File: src/rtl/mips_pkg.sv
// rtl/mips_pkg.sv - shared MIPS pipeline control-bit indices and aluop encodings
package mips_pkg;

    // ctlwb = {regwrite, memtoreg}
    localparam int REGWRITE = 1;
    localparam int MEMTOREG = 0;

    // ctlm = {branch, memread, memwrite}
    localparam int BRANCH   = 2;
    localparam int MEMREAD  = 1;
    localparam int MEMWRITE = 0;

    // ctlex = {regdst, aluop[1:0], alusrc}
    localparam int REGDST   = 3;
    localparam int ALUOP_HI = 2;
    localparam int ALUOP_LO = 1;
    localparam int ALUSRC   = 0;

    localparam int CTLWB_W = 2;
    localparam int CTLM_W  = 3;
    localparam int CTLEX_W = 4;

    typedef enum logic [1:0] {
        ALUOP_LWSW    = 2'b00,
        ALUOP_ITYPE   = 2'b01,
        ALUOP_RTYPE   = 2'b10,
        ALUOP_UNKNOWN = 2'b11
    } aluop_e;

endpackage

File: src/rtl/id_ex_latch_if.sv
// rtl/id_ex_latch_if.sv - decode-side inputs and execute-side outputs of the ID/EX latch
interface id_ex_latch_if #(
    parameter int DATA_W = 32,
    parameter int REG_AW = 5,
    parameter int CNT_W  = 16
);
    logic              valid_in;
    logic              hold_in;
    logic              flush_in;
    logic [1:0]        ctlwb_in;
    logic [2:0]        ctlm_in;
    logic [3:0]        ctlex_in;
    logic [DATA_W-1:0] npc_in;
    logic [DATA_W-1:0] rd1_in;
    logic [DATA_W-1:0] rd2_in;
    logic [DATA_W-1:0] imm_in;
    logic [REG_AW-1:0] rs_in;
    logic [REG_AW-1:0] rt_in;
    logic [REG_AW-1:0] rd_in;

    logic [1:0]        ctlwb_out;
    logic [2:0]        ctlm_out;
    logic              regdst_out;
    logic [1:0]        aluop_out;
    logic              alusrc_out;
    logic [DATA_W-1:0] npc_out;
    logic [DATA_W-1:0] rd1_out;
    logic [DATA_W-1:0] rd2_out;
    logic [DATA_W-1:0] imm_out;
    logic [5:0]        funct_out;
    logic [REG_AW-1:0] rt_out;
    logic [REG_AW-1:0] rd_out;
    logic              valid_out;
    logic              stall_out;
    logic [CNT_W-1:0]  bubble_cnt;

    modport master (
        output valid_in, hold_in, flush_in, ctlwb_in, ctlm_in, ctlex_in,
               npc_in, rd1_in, rd2_in, imm_in, rs_in, rt_in, rd_in,
        input  ctlwb_out, ctlm_out, regdst_out, aluop_out, alusrc_out,
               npc_out, rd1_out, rd2_out, imm_out, funct_out, rt_out, rd_out,
               valid_out, stall_out, bubble_cnt
    );

    modport slave (
        input  valid_in, hold_in, flush_in, ctlwb_in, ctlm_in, ctlex_in,
               npc_in, rd1_in, rd2_in, imm_in, rs_in, rt_in, rd_in,
        output ctlwb_out, ctlm_out, regdst_out, aluop_out, alusrc_out,
               npc_out, rd1_out, rd2_out, imm_out, funct_out, rt_out, rd_out,
               valid_out, stall_out, bubble_cnt
    );
endinterface

File: src/rtl/id_ex_latch_hazard.sv
// rtl/id_ex_latch_hazard.sv - load-use compare between the load in EX and the instruction in ID
module hazard_unit #(
    parameter int REG_AW = 5
) (
    input  logic              valid_ex,
    input  logic              memread_ex,
    input  logic [REG_AW-1:0] rt_ex,
    input  logic              valid_id,
    input  logic [REG_AW-1:0] rs_id,
    input  logic [REG_AW-1:0] rt_id,
    output logic              hazard
);
    // $0 is never a real destination, so a load into it cannot create a dependency
    assign hazard = valid_ex & memread_ex & valid_id & (rt_ex != '0) &
                    ((rt_ex == rs_id) | (rt_ex == rt_id));
endmodule

File: src/rtl/id_ex_latch.sv
// rtl/id_ex_latch.sv - ID/EX pipeline register with load-use bubble, hold and flush
module id_ex_latch
    import mips_pkg::*;
#(
    parameter int DATA_W = 32,
    parameter int REG_AW = 5,
    parameter int CNT_W  = 16
) (
    input logic         clk,
    input logic         rst_n,
    id_ex_latch_if.slave bus
);
    logic [CTLWB_W-1:0] ctlwb_q;
    logic [CTLM_W-1:0]  ctlm_q;
    logic [CTLEX_W-1:0] ctlex_q;
    logic [DATA_W-1:0]  npc_q, rd1_q, rd2_q, imm_q;
    logic [REG_AW-1:0]  rt_q, rd_q;
    logic               valid_q;
    logic [CNT_W-1:0]   cnt_q;

    logic hazard;
    logic bubble;
    logic load;

    hazard_unit #(.REG_AW(REG_AW)) u_hazard (
        .valid_ex   (valid_q),
        .memread_ex (ctlm_q[MEMREAD]),
        .rt_ex      (rt_q),
        .valid_id   (bus.valid_in),
        .rs_id      (bus.rs_in),
        .rt_id      (bus.rt_in),
        .hazard     (hazard)
    );

    // flush overrides hold; hold overrides a hazard bubble
    assign bubble = bus.flush_in | (~bus.hold_in & hazard);
    assign load   = bus.flush_in | ~bus.hold_in;

    always_ff @(posedge clk or negedge rst_n) begin
        if (!rst_n) begin
            ctlwb_q <= '0;
            ctlm_q  <= '0;
            ctlex_q <= '0;
            npc_q   <= '0;
            rd1_q   <= '0;
            rd2_q   <= '0;
            imm_q   <= '0;
            rt_q    <= '0;
            rd_q    <= '0;
            valid_q <= 1'b0;
            cnt_q   <= '0;
        end else begin
            if (load) begin
                npc_q <= bus.npc_in;
                rd1_q <= bus.rd1_in;
                rd2_q <= bus.rd2_in;
                imm_q <= bus.imm_in;
                rt_q  <= bus.rt_in;
                rd_q  <= bus.rd_in;
                if (bubble || !bus.valid_in) begin
                    ctlwb_q <= '0;
                    ctlm_q  <= '0;
                    ctlex_q <= '0;
                    valid_q <= 1'b0;
                end else begin
                    ctlwb_q <= bus.ctlwb_in;
                    ctlm_q  <= bus.ctlm_in;
                    ctlex_q <= bus.ctlex_in;
                    valid_q <= 1'b1;
                end
            end
            if (bubble && (cnt_q != {CNT_W{1'b1}})) begin
                cnt_q <= cnt_q + CNT_W'(1);
            end
        end
    end

    assign bus.ctlwb_out  = ctlwb_q;
    assign bus.ctlm_out   = ctlm_q;
    assign bus.regdst_out = ctlex_q[REGDST];
    assign bus.aluop_out  = ctlex_q[ALUOP_HI:ALUOP_LO];
    assign bus.alusrc_out = ctlex_q[ALUSRC];
    assign bus.npc_out    = npc_q;
    assign bus.rd1_out    = rd1_q;
    assign bus.rd2_out    = rd2_q;
    assign bus.imm_out    = imm_q;
    assign bus.funct_out  = imm_q[5:0];
    assign bus.rt_out     = rt_q;
    assign bus.rd_out     = rd_q;
    assign bus.valid_out  = valid_q;
    assign bus.stall_out  = hazard | bus.hold_in;
    assign bus.bubble_cnt = cnt_q;
endmodule
File: src/flat_wrapper.sv
// flat-port wrapper written by rule: the top's interface ports become plain ports
module id_ex_latch_flat import mips_pkg::*;
#(
    parameter int DATA_W = 32,
    parameter int REG_AW = 5,
    parameter int CNT_W  = 16
)
  (clk, rst_n, bus_valid_in, bus_hold_in, bus_flush_in, bus_ctlwb_in, bus_ctlm_in, bus_ctlex_in, bus_npc_in, bus_rd1_in, bus_rd2_in, bus_imm_in, bus_rs_in, bus_rt_in, bus_rd_in, bus_ctlwb_out, bus_ctlm_out, bus_regdst_out, bus_aluop_out, bus_alusrc_out, bus_npc_out, bus_rd1_out, bus_rd2_out, bus_imm_out, bus_funct_out, bus_rt_out, bus_rd_out, bus_valid_out, bus_stall_out, bus_bubble_cnt);
  id_ex_latch_if #(.DATA_W(DATA_W), .REG_AW(REG_AW), .CNT_W(CNT_W)) bus_i ();
  input logic clk;
  input logic rst_n;
  input wire logic [$bits(bus_i.valid_in)-1:0] bus_valid_in;
  input wire logic [$bits(bus_i.hold_in)-1:0] bus_hold_in;
  input wire logic [$bits(bus_i.flush_in)-1:0] bus_flush_in;
  input wire logic [$bits(bus_i.ctlwb_in)-1:0] bus_ctlwb_in;
  input wire logic [$bits(bus_i.ctlm_in)-1:0] bus_ctlm_in;
  input wire logic [$bits(bus_i.ctlex_in)-1:0] bus_ctlex_in;
  input wire logic [$bits(bus_i.npc_in)-1:0] bus_npc_in;
  input wire logic [$bits(bus_i.rd1_in)-1:0] bus_rd1_in;
  input wire logic [$bits(bus_i.rd2_in)-1:0] bus_rd2_in;
  input wire logic [$bits(bus_i.imm_in)-1:0] bus_imm_in;
  input wire logic [$bits(bus_i.rs_in)-1:0] bus_rs_in;
  input wire logic [$bits(bus_i.rt_in)-1:0] bus_rt_in;
  input wire logic [$bits(bus_i.rd_in)-1:0] bus_rd_in;
  output wire logic [$bits(bus_i.ctlwb_out)-1:0] bus_ctlwb_out;
  output wire logic [$bits(bus_i.ctlm_out)-1:0] bus_ctlm_out;
  output wire logic [$bits(bus_i.regdst_out)-1:0] bus_regdst_out;
  output wire logic [$bits(bus_i.aluop_out)-1:0] bus_aluop_out;
  output wire logic [$bits(bus_i.alusrc_out)-1:0] bus_alusrc_out;
  output wire logic [$bits(bus_i.npc_out)-1:0] bus_npc_out;
  output wire logic [$bits(bus_i.rd1_out)-1:0] bus_rd1_out;
  output wire logic [$bits(bus_i.rd2_out)-1:0] bus_rd2_out;
  output wire logic [$bits(bus_i.imm_out)-1:0] bus_imm_out;
  output wire logic [$bits(bus_i.funct_out)-1:0] bus_funct_out;
  output wire logic [$bits(bus_i.rt_out)-1:0] bus_rt_out;
  output wire logic [$bits(bus_i.rd_out)-1:0] bus_rd_out;
  output wire logic [$bits(bus_i.valid_out)-1:0] bus_valid_out;
  output wire logic [$bits(bus_i.stall_out)-1:0] bus_stall_out;
  output wire logic [$bits(bus_i.bubble_cnt)-1:0] bus_bubble_cnt;
  assign bus_i.valid_in = bus_valid_in;
  assign bus_i.hold_in = bus_hold_in;
  assign bus_i.flush_in = bus_flush_in;
  assign bus_i.ctlwb_in = bus_ctlwb_in;
  assign bus_i.ctlm_in = bus_ctlm_in;
  assign bus_i.ctlex_in = bus_ctlex_in;
  assign bus_i.npc_in = bus_npc_in;
  assign bus_i.rd1_in = bus_rd1_in;
  assign bus_i.rd2_in = bus_rd2_in;
  assign bus_i.imm_in = bus_imm_in;
  assign bus_i.rs_in = bus_rs_in;
  assign bus_i.rt_in = bus_rt_in;
  assign bus_i.rd_in = bus_rd_in;
  assign bus_ctlwb_out = bus_i.ctlwb_out;
  assign bus_ctlm_out = bus_i.ctlm_out;
  assign bus_regdst_out = bus_i.regdst_out;
  assign bus_aluop_out = bus_i.aluop_out;
  assign bus_alusrc_out = bus_i.alusrc_out;
  assign bus_npc_out = bus_i.npc_out;
  assign bus_rd1_out = bus_i.rd1_out;
  assign bus_rd2_out = bus_i.rd2_out;
  assign bus_imm_out = bus_i.imm_out;
  assign bus_funct_out = bus_i.funct_out;
  assign bus_rt_out = bus_i.rt_out;
  assign bus_rd_out = bus_i.rd_out;
  assign bus_valid_out = bus_i.valid_out;
  assign bus_stall_out = bus_i.stall_out;
  assign bus_bubble_cnt = bus_i.bubble_cnt;
  id_ex_latch #(.DATA_W(DATA_W), .REG_AW(REG_AW), .CNT_W(CNT_W)) u_core (.clk(clk), .rst_n(rst_n), .bus(bus_i));
endmodule
File: config.mk
export PLATFORM = sky130hd
export DESIGN_NAME = id_ex_latch_flat
export DESIGN_NICKNAME = d
export VERILOG_FILES = /design/src/rtl/mips_pkg.sv /design/src/rtl/id_ex_latch_if.sv /design/src/rtl/id_ex_latch_hazard.sv /design/src/rtl/id_ex_latch.sv /design/src/flat_wrapper.sv
export SDC_FILE = /design/constraint.sdc
export NUM_CORES = 1
export LEC_CHECK = 0
export ABC_AREA = 1
export ABC_CLOCK_PERIOD_IN_PS = 1500
export CAP_MARGIN = 25
export CORE_MARGIN = 8
export CORE_UTILIZATION = 37
export CTS_CLUSTER_SIZE = 8
export DETAILED_ROUTE_END_ITERATION = 10
export PLACE_DENSITY = 0.77
export SLEW_MARGIN = 10
export SYNTH_ARGS = -nofsm -noshare
export SYNTH_HDL_FRONTEND = slang
export SYNTH_SLANG_ARGS = --single-unit
export TNS_END_PERCENT = 20
File: constraint.sdc
create_clock -name clk -period 1.5 [get_ports clk]
set_input_delay 0.3 -clock clk [delete_from_list [all_inputs] [get_ports clk]]
set_output_delay 0.3 -clock clk [all_outputs]
set_load 0.05 [all_outputs]
# Word level (Yosys, flattened, before mapping)
# Cells that the tools add are included.
# word_totals
output_inout_bits,171
ff_bits,164
input_bits,157
# classes
add_sub_neg,1
eq_ne,3
n_bitwise,10
n_reduce_logical,4
mux,4
# ops
operator,n
$add A16 B1 Y16 const B,1
$ne A16 B16 Y1 const B,1
$eq A5 B5 Y1,2
$and A1 B1 Y1,5
$reduce_bool A5 Y1,1
$mux W4,1
$or A1 B1 Y1,4
$mux W3,1
$mux W2,1
$logic_and A1 B1 Y1,1
$logic_not A1 Y1,1
$logic_or A1 B1 Y1,1
$mux W1,1
$not A1 Y1,1

# Logic depth before layout (Yosys ltp)
# logic_depth
depth_word,8
ltp_mapped,12

# By module
# Synthesis repeated with hierarchy kept, for this count alone.
# hier_totals
cells_unflattened,822
area_unflattened_um2,6810.3
# modules_own_cells
mod,seq_area_each_um2,area_per_inst_um2,n_inst,cells_each
id_ex_latch,4103.9,6613.8,1,777
hazard_unit,0.0,196.4,1,45

# Worst setup path after synthesis
# OpenSTA, ideal clock, no wires.
# synth_timing
path_kind,reg-to-reg
from,register u_core.cnt_q[0] (netlist: u_core.bus.bubble_cnt[0])
to,register u_core.cnt_q[14] (netlist: u_core.bus.bubble_cnt[14])
setup_slack_ps,-523
setup_ps,66
required_time_ps,1434
synth_period_minus_slack_ps,2023
stages_incl_launch_ff,11
t_arrival_ps,1958
cell_sequence,dfrtp_1 > ha_1 > nand3_2 > nor2_4 > nand2_2 > nor2_4 > nand4_4 > nand3_2 > buf_6 > nand2_1 > nand2_1
# synth_via
elab_chain_cells,2
word_cells_on_any_way,3
classes_between,1 x add/sub; 1 x eq/ne; 1 x reduce/logical
# synth_lines
item,line,text
from (decl),id_ex_latch.sv:19,logic [CNT_W-1:0] cnt_q;
from (signal assigned),id_ex_latch.sv:73,cnt_q <= cnt_q + CNT_W'(1);
"parallel branches: the longest is 2 deep, another holds $add A16 B1 Y16",n/a,
# Parallel ways; which one is timed is not known.
# A chain may end at the register's enable or synchronous reset.

# Worst setup path after layout
# layout_timing
from,register u_core.rt_q[4] (netlist: u_core.bus.rt_out[4])
to,output bus_stall_out
# layout_via
elab_chain_cells,4
word_cells_on_any_way,7
classes_between,2 x eq/ne; 4 x bitwise; 1 x reduce/logical
# layout_lines
item,line,text
from (decl),id_ex_latch.sv:17,"logic [REG_AW-1:0] rt_q, rd_q;"
from (signal assigned),id_ex_latch.sv:58,rt_q <= bus.rt_in;
$eq A5 B5 Y1 / $reduce_bool A5 Y1 (equally long branches),"id_ex_latch_hazard.sv:15, id_ex_latch_hazard.sv:14",
$or A1 B1 Y1 / $and A1 B1 Y1 (equally long branches),"id_ex_latch_hazard.sv:15, id_ex_latch_hazard.sv:14",
$and A1 B1 Y1 *,id_ex_latch_hazard.sv:14,assign hazard = valid_ex & memread_ex & valid_id & (rt_ex != '0) &
$or A1 B1 Y1 *,id_ex_latch.sv:91,assign bus.stall_out = hazard | bus.hold_in;
to (decl),flat_wrapper.sv:38,output wire logic [$bits(bus_i.stall_out)-1:0] bus_stall_out;
# Every way passes the cells marked *; elsewhere a longest branch is shown, timed or not.

==> results by group <==
Status
  • Status: finished, violations left
  • Failing checks: negative setup slack

Routing
  • Routed via count: 6787
  • DRC: 0
  • Avg Vias per Cell: 4.75
  • Post-route ant nets: 0
  • Drt pass-1 iters: 5
  • Initial DRC Count: 345
  • WL/cell: about 19 um
  • Routed wire length: 26500 um

CTS
  • Worst-path clk slew: about 60 ps
  • Worst-case clock buffer depth: 2
  • Clock latency on the worst-skew pair: a little over 400 ps
  • Root Buffer: clkbuf_16
  • CTS sink cnt: 164
  • CTS buffer count: 17
  • H-tree depth: 4
  • CTS tree: yes

Global routing
  • Grt total ovfl: 0
  • First-pass GRT wire length: 39800 um
  • Pin count of the biggest net entering global routing: 58
  • Antenna violations before repair: 0
  • GR Util All Layers: 0.229
  • Vias in the first global route: ~7.4k

Timing
  • Hold WS: about 360 ps
  • Actual slew at the worst max-slew pin: 373 ps
  • Setup TNS: -2800 ps
  • Fin worst setup slack: -368 ps
  • Achievable frequency: 0.535 GHz
  • Max_slew headroom: 0.752
  • RSZ-0062 raised after global routing: yes
  • Clk_skew: about 6.8 ps
  • Minimum clock period: 1870 ps
  • Final hold violation count: 0
  • Final setup violation count: 19
  • Ratio of final minimum period to clock period: 1.25
  • Slew Limit Fails: 0

Flow run
  • Max cap viols: 0

Logic synthesis
  • Synthesis-stage register bit count: 164
  • Most used DFF post-synth: dfrtp_1
  • Leading cell type by number of instances after synthesis: nand2_1
  • Synth top area cells: dfrtp_1, nand2_1, nand3_1
  • Most common library cells after synthesis: nand2_1, dfrtp_1, nand3_1
  • Post-synth top area cell: dfrtp_1
  • Synth unique cells: 21
  • Yosys top cell area share: 0.609
  • Synth Cell Area: ~0.0067 sq mm
  • Syn_nets: 964
  • Asr flop ratio synth: 1.00
  • Sequential element share of the synthesized area: 0.609
  • Syn avg cell area: between 8 and 9 sq um
  • Synth warn: 0
  • Number of synthesized flops with an enable pin: 0
  • Synthesized instance count: 806

Worst setup path
  • Slowest CP cell: dfrtp_1
  • Critical Path RT: 1200 ps
  • Arrival time worst endpoint: about 1600 ps
  • Startpoint types: flip-flop
  • Worst path cell trace: inv_2 > buf_4 > nand4_1 > nand4_1 > inv_1 > nand2_2 > nand2_2 > buf_12
  • Worst Setup Path Type: reg -> out
  • CP endpoint kind: output port
  • Flop-to-flop setup slack: -180 ps
  • Critical path peak fanout: 4
  • CP peak stage delay: 430 ps

Place
  • HPWL Detailed: 19700 um
  • Cell Area, Placed: roughly 0.013 sq mm
  • Placer Congestion: 0.856
  • IO buf count: between 300 and 400
  • Dpl ws: -495 ps
  • Dpl cells: roughly 1.4k

Floorplanning
  • Die X: 151 um
  • Core box area: 0.0179 sq mm
  • Starting Density: 0.377
  • Row Count: 49
  • IO Pins: 328
  • Die ar.: 0.0228 sq mm
  • Die Ht: 151 um

Power
  • Lkg Pwr: between 6 and 7 nW
  • Max IR drop VDD: 1280 uV
  • Total power: between 15 and 20 mW
  • Power density cells: ~1200 mW/mm^2

Layout
  • Reg area: slightly above 0.004 sq mm
  • Post-route cell area: 0.0134 sq mm
  • Multi-input gate area: 0.00253 sq mm
  • P&R area growth vs syn: 99.4%
  • Fin nets: 1345
  • Final core area utilization: 0.751
  • Fillers: 1100
  • Fin cells: 1429
  • Fraction of layout cells with a size suffix above 1: 0.273
  • # diodes: 0

Hold path
  • Worst hold path class: in -> async
-- sequential cells by signal, indices dropped and copies added (netlist names), 3 cells and up --
register	count
u_core.bus.imm_out	32
u_core.bus.npc_out	32
u_core.bus.rt_out	5
u_core.bus.bubble_cnt	16
u_core.ctlex_q	4
u_core.bus.rd_out	5
u_core.bus.rd1_out	32
u_core.bus.ctlm_out	3
u_core.bus.rd2_out	32
-- worst max-delay path: cells and delay by family (launching register included) --
kind                   cells  cell delay [ps]
and+or+nand+nor            4              330
buffers and inverters      4              400
DFF                        1              430
-- final cells by class --
cell class | instances | share of cell area
timing repair buffer | 402 | 0.428
sequential | 164 | 0.306
multi-input combinational | 579 | 0.188
clock buffer | 21 | 0.0342
tap | 229 | 0.0213
clock inverter | 11 | 0.0147
inverter | 23 | 0.00698
-- kinds of logic (layout without fill, tap and decap cells) --
kind of cell	count (synthesis)	in the layout	share of synthesized area
AO/OA/AOI/OAI	5	5	0.00371
flip-flops	164	164	0.609
adder cells (fa/ha/maj)	1	1	0.00185
buffers and inverters	64	457	0.0410
XOR/XNOR	15	15	0.0195
AND/OR/NAND/NOR	557	558	0.325
-- metal layers --
metal,track usage,vias up,routed length [um]
met3,0.0872,42,2600
met2,0.412,277,13900
met4,0.0886,0,739
met1,0.237,3266,9190
met5,0,-,0
li1,-,3202,-
-- repair_timing --
action	4_1_cts	5_1_grt
pin swaps	16	18
gates resized for setup	18	23
cloned	1	0
buffers inserted	8	7
endpoints found under the hold margin	27	0
hold buffers	1	0
endpoints found under the setup margin	25	31
-- placed cells by master (no fill, tap or decap), drive strengths merged, types with 7 or more instances in the layout --
cell	Yosys	final
buf	10	246
clkbuf	31	21
clkdlybuf4s50	0	155
dfrtp	164	164
inv	23	25
nand2	497	497
nand3	35	36
nor2	19	19
xnor2	8	8
xor2	7	7
-- final timing paths --
kind / from / cells past startpoint / end
setup / recovery: u_core.bus.rt_out[4] / 8 / bus_stall_out
hold / removal: rst_n / 2 / u_core.bus.bubble_cnt[8]
setup reg to reg: u_core.bus.bubble_cnt[1] / 9 / u_core.bus.bubble_cnt[4]
hold reg to reg: u_core.bus.imm_out[31] / 2 / u_core.bus.imm_out[31]
max in group asynchronous: rst_n / 3 / u_core.bus.rd_out[2]
min in group clk: bus_rd2_in[7] / 3 / u_core.bus.rd2_out[7]
-- power by group --
group | internal, mW | switching (mW) | leakage, nW
sequential | 4.85 | 0.496 | 1.98
clock | 3.06 | 1.81 | 0.318
combinational | 2.58 | 2.73 | 4.37
(Power assumes the default switching activity.)
